==> src/rtl/bp_cfg_link_pkg.sv <==
// Shared config-link definitions used by the boot sequencer.
//   - Config register addresses written to each core tile.
//   - CCE mode encoding carried in the CCE_MODE write.
//   - Boot sequencer FSM state encoding.
package bp_cfg_link_pkg;

  localparam logic [15:0] e_cfg_freeze   = 16'h0001;
  localparam logic [15:0] e_cfg_core_id  = 16'h0002;
  localparam logic [15:0] e_cfg_cord     = 16'h0003;
  localparam logic [15:0] e_cfg_cce_mode = 16'h0004;

  typedef enum logic {
    e_cce_mode_uncached = 1'b0,
    e_cce_mode_normal   = 1'b1
  } bp_cce_mode_e;

  typedef enum logic [2:0] {
    e_boot_idle      = 3'd0,
    e_boot_cfg       = 3'd1,
    e_boot_drain_cfg = 3'd2,
    e_boot_unfreeze  = 3'd3,
    e_boot_drain_unf = 3'd4,
    e_boot_done      = 3'd5
  } bp_cfg_boot_state_e;

endpackage

==> src/rtl/bp_cfg_credit_counter.sv <==
// Outstanding-write counter for the config link.
//   inc_i   : a write was accepted this cycle
//   dec_i   : a write acknowledge arrived this cycle
//   full_o  : count has reached max_p (no further writes may issue)
//   empty_o : count will be zero once this cycle's updates land
//   err_o   : sticky; an acknowledge arrived with nothing outstanding
module bp_cfg_credit_counter #(
  parameter int max_p = 4,
  localparam int cnt_w_lp = $clog2(max_p + 1)
) (
  input  logic clk_i,
  input  logic reset_n_i,
  input  logic inc_i,
  input  logic dec_i,
  output logic full_o,
  output logic empty_o,
  output logic err_o
);

  logic [cnt_w_lp-1:0] count_r, count_n;
  logic underflow, down;

  // A stray acknowledge is flagged and otherwise ignored so the count never wraps.
  assign underflow = dec_i && (count_r == '0);
  assign down      = dec_i && !underflow;

  always_comb begin
    count_n = count_r;
    if (inc_i && !down)      count_n = count_r + cnt_w_lp'(1);
    else if (!inc_i && down) count_n = count_r - cnt_w_lp'(1);
  end

  always_ff @(posedge clk_i or negedge reset_n_i) begin
    if (!reset_n_i) begin
      count_r <= '0;
      err_o   <= 1'b0;
    end else begin
      count_r <= count_n;
      if (underflow) err_o <= 1'b1;
    end
  end

  assign full_o  = (count_r == cnt_w_lp'(max_p));
  // Look-ahead so the drain states can leave in the cycle of the last ack.
  assign empty_o = (count_n == '0);

endmodule

==> src/rtl/bp_cfg_boot_sequencer.sv <==
// Boot-time config-link sequencer.
// Pass 1 writes FREEZE=1, CORE_ID, CORD, CCE_MODE=NORMAL to every core tile;
// pass 2 writes FREEZE=0 to every tile. Outstanding writes are credit-bounded
// and fully drained before each pass boundary.
//   clk_i/reset_n_i    : clock, async active-low reset
//   start_i            : begin the sequence (honoured only in IDLE)
//   cfg_v_o/ready_i    : write handshake, with dst/addr/data payload
//   cfg_resp_v_i       : one acknowledge per accepted write
//   cfg_resp_ready_o   : always 1 outside reset
//   busy_o/done_o/err_o: status; done and err are sticky until reset
module bp_cfg_boot_sequencer
  import bp_cfg_link_pkg::*;
#(
  parameter int cc_x_dim_p        = 2,
  parameter int cc_y_dim_p        = 1,
  parameter int ic_y_dim_p        = 1,
  parameter int cfg_addr_width_p  = 16,
  parameter int cfg_data_width_p  = 32,
  parameter int max_outstanding_p = 4,
  localparam int num_core_lp  = cc_x_dim_p * cc_y_dim_p,
  localparam int dst_width_lp = (num_core_lp > 1) ? $clog2(num_core_lp) : 1
) (
  input  logic                        clk_i,
  input  logic                        reset_n_i,
  input  logic                        start_i,
  output logic                        cfg_v_o,
  input  logic                        cfg_ready_i,
  output logic [dst_width_lp-1:0]     cfg_dst_o,
  output logic [cfg_addr_width_p-1:0] cfg_addr_o,
  output logic [cfg_data_width_p-1:0] cfg_data_o,
  input  logic                        cfg_resp_v_i,
  output logic                        cfg_resp_ready_o,
  output logic                        busy_o,
  output logic                        done_o,
  output logic                        err_o
);

  localparam logic [dst_width_lp-1:0] last_core_lp = dst_width_lp'(num_core_lp - 1);

  bp_cfg_boot_state_e state_r, state_n;
  logic [dst_width_lp-1:0]     core_r;
  logic [1:0]                  step_r;
  logic [7:0]                  x_r, y_r;   // y_r is the core row; ic_y_dim_p added on output
  logic                        accept, last_core, full, drained;
  logic [cfg_data_width_p-1:0] cord_data;

  assign accept    = cfg_v_o & cfg_ready_i;
  assign last_core = (core_r == last_core_lp);

  bp_cfg_credit_counter #(.max_p(max_outstanding_p)) credit (
    .clk_i    (clk_i),
    .reset_n_i(reset_n_i),
    .inc_i    (accept),
    .dec_i    (cfg_resp_v_i),
    .full_o   (full),
    .empty_o  (drained),
    .err_o    (err_o)
  );

  always_ff @(posedge clk_i or negedge reset_n_i) begin
    if (!reset_n_i) state_r <= e_boot_idle;
    else            state_r <= state_n;
  end

  always_comb begin
    state_n = state_r;
    unique case (state_r)
      e_boot_idle:      if (start_i) state_n = e_boot_cfg;
      e_boot_cfg:       if (accept && last_core && step_r == 2'd3) state_n = e_boot_drain_cfg;
      e_boot_drain_cfg: if (drained) state_n = e_boot_unfreeze;
      e_boot_unfreeze:  if (accept && last_core) state_n = e_boot_drain_unf;
      e_boot_drain_unf: if (drained) state_n = e_boot_done;
      e_boot_done:      state_n = e_boot_done;
      default:          state_n = e_boot_idle;
    endcase
  end

  always_comb begin
    cord_data       = '0;
    cord_data[15:0] = {y_r + 8'(ic_y_dim_p), x_r};
  end

  // Payload is a pure function of the counters, which only move on acceptance,
  // so it stays stable while a write is back-pressured.
  always_comb begin
    cfg_v_o    = 1'b0;
    cfg_dst_o  = '0;
    cfg_addr_o = '0;
    cfg_data_o = '0;
    unique case (state_r)
      e_boot_cfg: begin
        cfg_v_o   = !full;
        cfg_dst_o = core_r;
        unique case (step_r)
          2'd0: begin
            cfg_addr_o = cfg_addr_width_p'(e_cfg_freeze);
            cfg_data_o = cfg_data_width_p'(1);
          end
          2'd1: begin
            cfg_addr_o = cfg_addr_width_p'(e_cfg_core_id);
            cfg_data_o = cfg_data_width_p'(core_r);
          end
          2'd2: begin
            cfg_addr_o = cfg_addr_width_p'(e_cfg_cord);
            cfg_data_o = cord_data;
          end
          default: begin
            cfg_addr_o = cfg_addr_width_p'(e_cfg_cce_mode);
            cfg_data_o = cfg_data_width_p'(e_cce_mode_normal);
          end
        endcase
      end
      e_boot_unfreeze: begin
        cfg_v_o    = !full;
        cfg_dst_o  = core_r;
        cfg_addr_o = cfg_addr_width_p'(e_cfg_freeze);
      end
      default: ;
    endcase
  end

  // Core/step walk. Counters wrap to zero at the end of pass 1 so pass 2
  // starts again from core 0.
  always_ff @(posedge clk_i or negedge reset_n_i) begin
    if (!reset_n_i) begin
      core_r <= '0;
      step_r <= '0;
      x_r    <= '0;
      y_r    <= '0;
    end else if (accept) begin
      if (state_r == e_boot_unfreeze) begin
        core_r <= last_core ? '0 : core_r + dst_width_lp'(1);
      end else begin
        step_r <= step_r + 2'd1;
        if (step_r == 2'd3) begin
          if (last_core) begin
            core_r <= '0;
            x_r    <= '0;
            y_r    <= '0;
          end else begin
            core_r <= core_r + dst_width_lp'(1);
            if (x_r == 8'(cc_x_dim_p - 1)) begin
              x_r <= '0;
              y_r <= y_r + 8'd1;
            end else begin
              x_r <= x_r + 8'd1;
            end
          end
        end
      end
    end
  end

  always_ff @(posedge clk_i or negedge reset_n_i) begin
    if (!reset_n_i) cfg_resp_ready_o <= 1'b0;
    else            cfg_resp_ready_o <= 1'b1;
  end

  assign busy_o = (state_r == e_boot_cfg) || (state_r == e_boot_drain_cfg) ||
                  (state_r == e_boot_unfreeze) || (state_r == e_boot_drain_unf);
  assign done_o = (state_r == e_boot_done);

endmodule

==> config.mk <==
export PLATFORM = sky130hd
export DESIGN_NAME = bp_cfg_boot_sequencer
export DESIGN_NICKNAME = d
export VERILOG_FILES = /design/src/rtl/bp_cfg_link_pkg.sv /design/src/rtl/bp_cfg_credit_counter.sv /design/src/rtl/bp_cfg_boot_sequencer.sv
export SDC_FILE = /design/constraint.sdc
export NUM_CORES = 1
export LEC_CHECK = 0
export ABC_AREA = 0
export BUFFER_PORTS_ARGS = -buffer_cell sky130_fd_sc_hd__buf_2
export CELL_PAD_IN_SITES_DETAIL_PLACEMENT = 0
export CELL_PAD_IN_SITES_GLOBAL_PLACEMENT = 2
export CORE_ASPECT_RATIO = 1.4
export CORE_UTILIZATION = 33
export DETAILED_ROUTE_END_ITERATION = 6
export GPL_ROUTABILITY_DRIVEN = 1
export PLACE_DENSITY = 0.91
export SKIP_CTS_REPAIR_TIMING = 1
export SYNTH_ARGS = -nofsm -noshare
export SYNTH_HDL_FRONTEND = slang
export SYNTH_HIERARCHICAL = 1
export SYNTH_SLANG_ARGS = --single-unit
==> constraint.sdc <==
create_clock -name clk_i -period 7 [get_ports clk_i]
set_input_delay 1.05 -clock clk_i [delete_from_list [all_inputs] [get_ports clk_i]]
set_output_delay 1.05 -clock clk_i [all_outputs]
set_load 0.03 [all_outputs]
==> impl_metrics.yaml <==
route:
  totalWireLength_um: 4596
  vias_per_cell: 5.024
  wl_per_cell_um: 13.84
  drt_iter0_drc: 99
  vias: 1668
  drcViolationCount: 0
  first_pass_iters: 4
  antenna_left: 0
global_route:
  grt_pass1_vias: 1589
  track_usage_pct: 14.01
  grt-ovfl-total: 0
  grt_pass1_wl_um: 7534
  grt_max_degree: 28
  antenna_found_initial: 0
setup_path:
  setup.worst_path.start_class: "flop"
  r2r_setup_slack_ns: 4.26
  max_stage_delay_ns: 0.90
  worstReg2RegEnd: "state_r[0]$_DFFE_PN0P_"
  path_max_fanout: 11
  end_kind: "output pin"
  ff2ff_path_depth: 12
  critPathKind: "flop to output pin"
  r2r-start: "credit/count_r[0]$_DFF_PN0_"
  cp.required_ns: 5.95
  crit_path_cell_trace: "nor3b_1 -> and2_1 -> nand2_1 -> a21oi_1 -> buf_2"
  arrival_ns: 2.44
  slowest_stage: "nor3b_1"
finish:
  seq_area_sq_um: 675.6
  n_antenna_cell: 0
  area_growth_pct: 6.246
  fin_nets: 278
  drive_gt1_share_pct: 16.79
  design_area_sq_mm: 0.002213
  fill_cells: 629
  multi_input_area_sq_mm: 0.001215
timing:
  slew_viol_final: 0
  post-route-period-util_pct: 49.83
  min_period_ns: 3.488
  setup-violations-final: 0
  setup_tns_ns: 0
  fin_skew_ns: 0.006240
  rsz0062_at_grt: "no"
  hold_viol: 0
  tightest_slew_ns: 1.057
  fin_hold_ws_ns: 0.4789
  fmax_mhz: 286.7
  maxSlewHeadroom_pct: 29.38
power:
  p_leak_uw: 0.001023
  p_per_area_mw_per_mm2: 174.0
  max-vdd-ir-drop_mv: 0.1257
synthesis:
  synthAdderAreaFrac_pct: 6.006
  yosys_most_used_dff: "dfrtp_1"
  synth_cells: 236
  avgSynthCellArea_sq_um: 8.827
  syn_area_sq_mm: 0.002083
  synth_compound_area_share_pct: 17.84
  ys_seq_elements: 27
  synthSimpleGateAreaFrac_pct: 22.52
  synth_edf_count: 0
  synthMuxAreaShare_pct: 1.502
  synth-xor-area-share_pct: 5.045
  ys_seq_area_share_pct: 32.43
  ys_types: 51
  synthArstFlopShare_pct: 100.0
  synth_top_family_by_area: "simple AND/OR/NAND/NOR gates"
  yosysWarnings: 6
status:
  status: "finished clean"
place:
  gp_congestion: 0.8182
  port_buffers: 29
  postPlaceCellArea_sq_mm: 0.002168
  dp_hpwl_um: 3437
worst_hold_path:
  hold_path.class: "flop to flop"
  min_to: "credit/err_o$_DFFE_PN0P_"
  hold_start: "credit/err_o$_DFFE_PN0P_"
  holdPathStages: 1
floorplan:
  num_rows: 33
  pin_count: 59
  core-area_sq_mm: 0.005987
  die_h_um: 96.01
  dieArea_sq_mm: 0.006639
  die_w_um: 69.15
  start_util_pct: 34.80
clocking:
  numCtsBuffers: 3
  cts-root-buf: "clkbuf_8"
  cts_tree: "done"
  cts_buffer_depth: 2
  path_clk_slew_ns: 0.10
  cts.sinks: 27
  clk_latency_ns: 0.28
  htree_num_levels: 1
flow_run:
  maxCapViolCount: 0
[how the worst max path moves through the flow]
stage                      startpoint        endpoint  slack (ns)  cells past startpoint
2_1_floorplan  state_r[2]$_DFFE_PN0P_  cfg_data_o[10]        4.23                      6
3_3_place_gp   state_r[2]$_DFFE_PN0P_  cfg_data_o[10]        3.98                      5
3_5_place_dp   state_r[2]$_DFFE_PN0P_  cfg_data_o[10]        3.88                      5
4_1_cts        state_r[2]$_DFFE_PN0P_  cfg_data_o[10]        3.56                      5
5_1_grt        state_r[2]$_DFFE_PN0P_  cfg_data_o[10]        3.31                      5
6_report       state_r[2]$_DFFE_PN0P_  cfg_data_o[10]        3.51                      5
[report_power, final]
| group | leakage, uW | internal (uW) | switching, uW |
|---|---|---|---|
| sequential | 0.000348 | 166 | 11.4 |
| combinational | 0.000652 | 41.2 | 73.4 |
| clock | 0.0000228 | 40.9 | 52.4 |
| total | 0.00102 | 248 | 137 |
[stage by stage]
stage                     utilization [%]  cells  setup slack (ns)  power, uW
after floorplan                         -    264             4.233      286.1
after global placement              36.22    328             3.980      295.0
after detailed placement            36.22    328             3.877      295.1
after CTS                           36.97    332             3.558      388.3
after global routing                36.97    332             3.311      409.9
final                               36.97    332             3.512      385.1
[cells by family after synthesis]
logic type               after synthesis
buffers and inverters                 46
AND/OR/NAND/NOR                       83
multiplexers                           3
adder cells (fa/ha/maj)               10
AO/OA/AOI/OAI                         53
XOR/XNOR                              12
other                                  2
flip-flops                            27
[synth_stat cells (all sizes together) (3+ instances only)]
cell,n,area share (%)
nand4,3,0.90
nand2,11,2.0
nor4,3,0.90
ha,10,6.0
buf,32,12
o21ai,18,4.3
dfrtp,27,32
clkbuf,4,0.72
nor2,19,3.4
and3,10,3.0
a21oi,8,1.9
nand2b,6,2.2
and2,6,1.9
inv,10,1.8
nand3b,3,1.1
o31ai,6,2.9
xnor2,11,4.6
nor3,4,0.96
a31oi,4,1.2
nand3,9,2.2
[cell type report]
| cell class | count | area share (%) |
|---|---|---|
| Sequential cell | 27 | 30.53 |
| Timing Repair Buffer | 30 | 6.897 |
| Clock buffer | 4 | 2.035 |
| Inverter | 10 | 1.696 |
| Tap cell | 70 | 3.957 |
| Multi-Input combinational cell | 191 | 54.89 |
[per-layer routing]
metal | share of wire [%] | vias up | global-route usage [%]
met4 | 0.83 | 0 | 3.571
li1 | - | 822 | -
met3 | 4.7 | 4 | 1.990
met5 | 0 | - | 0
met2 | 51 | 51 | 25.89
met1 | 44 | 791 | 17.04
[sequential cells by signal, summed over array words and instances (netlist names)]
register	flops
x_r	8
y_r	8
credit/count_r	3
state_r	3
step_r	2
cfg_resp_ready_o	1
core_r	1
credit/err_o	1
[critical path, delay by kind of cell, from the launching register on]
kind / cells / cell delay (ns)
and+or+nand+nor: 3 / 1.32
DFF: 1 / 0.48
buffers and inverters: 1 / 0.21
AOI/OAI and AO/OA: 1 / 0.15
[layout by cell type, fill, tap and decap left out, types with 2 or more instances in the layout]
| cell | synthesis | routed |
|---|---|---|
| buf_2 | 1 | 29 |
| o31ai_1 | 3 | 3 |
| a31oi_1 | 4 | 4 |
| nand4_1 | 3 | 3 |
| and2_1 | 5 | 5 |
| nor2_1 | 19 | 19 |
| a221o_1 | 2 | 2 |
| ha_1 | 10 | 10 |
| and3_1 | 10 | 10 |
| nand2_1 | 11 | 11 |
| dfrtp_1 | 27 | 27 |
| clkbuf_8 | 0 | 3 |
| nand3b_1 | 3 | 3 |
| mux2i_1 | 2 | 2 |
| nor2b_1 | 2 | 2 |
| nor3_1 | 4 | 4 |
| o31ai_2 | 3 | 3 |
| o21ai_1 | 12 | 12 |
| nand2b_1 | 5 | 5 |
| nor4_1 | 3 | 3 |
| xnor2_1 | 11 | 11 |
| o21bai_1 | 2 | 2 |
| o21ai_0 | 6 | 6 |
| a21oi_1 | 8 | 8 |
| inv_1 | 10 | 10 |
| conb_1 | 2 | 30 |
| nand3_1 | 9 | 9 |
| o21a_1 | 2 | 2 |
| a22o_1 | 2 | 2 |
No activity file was read; power rests on OpenSTA's default activity.
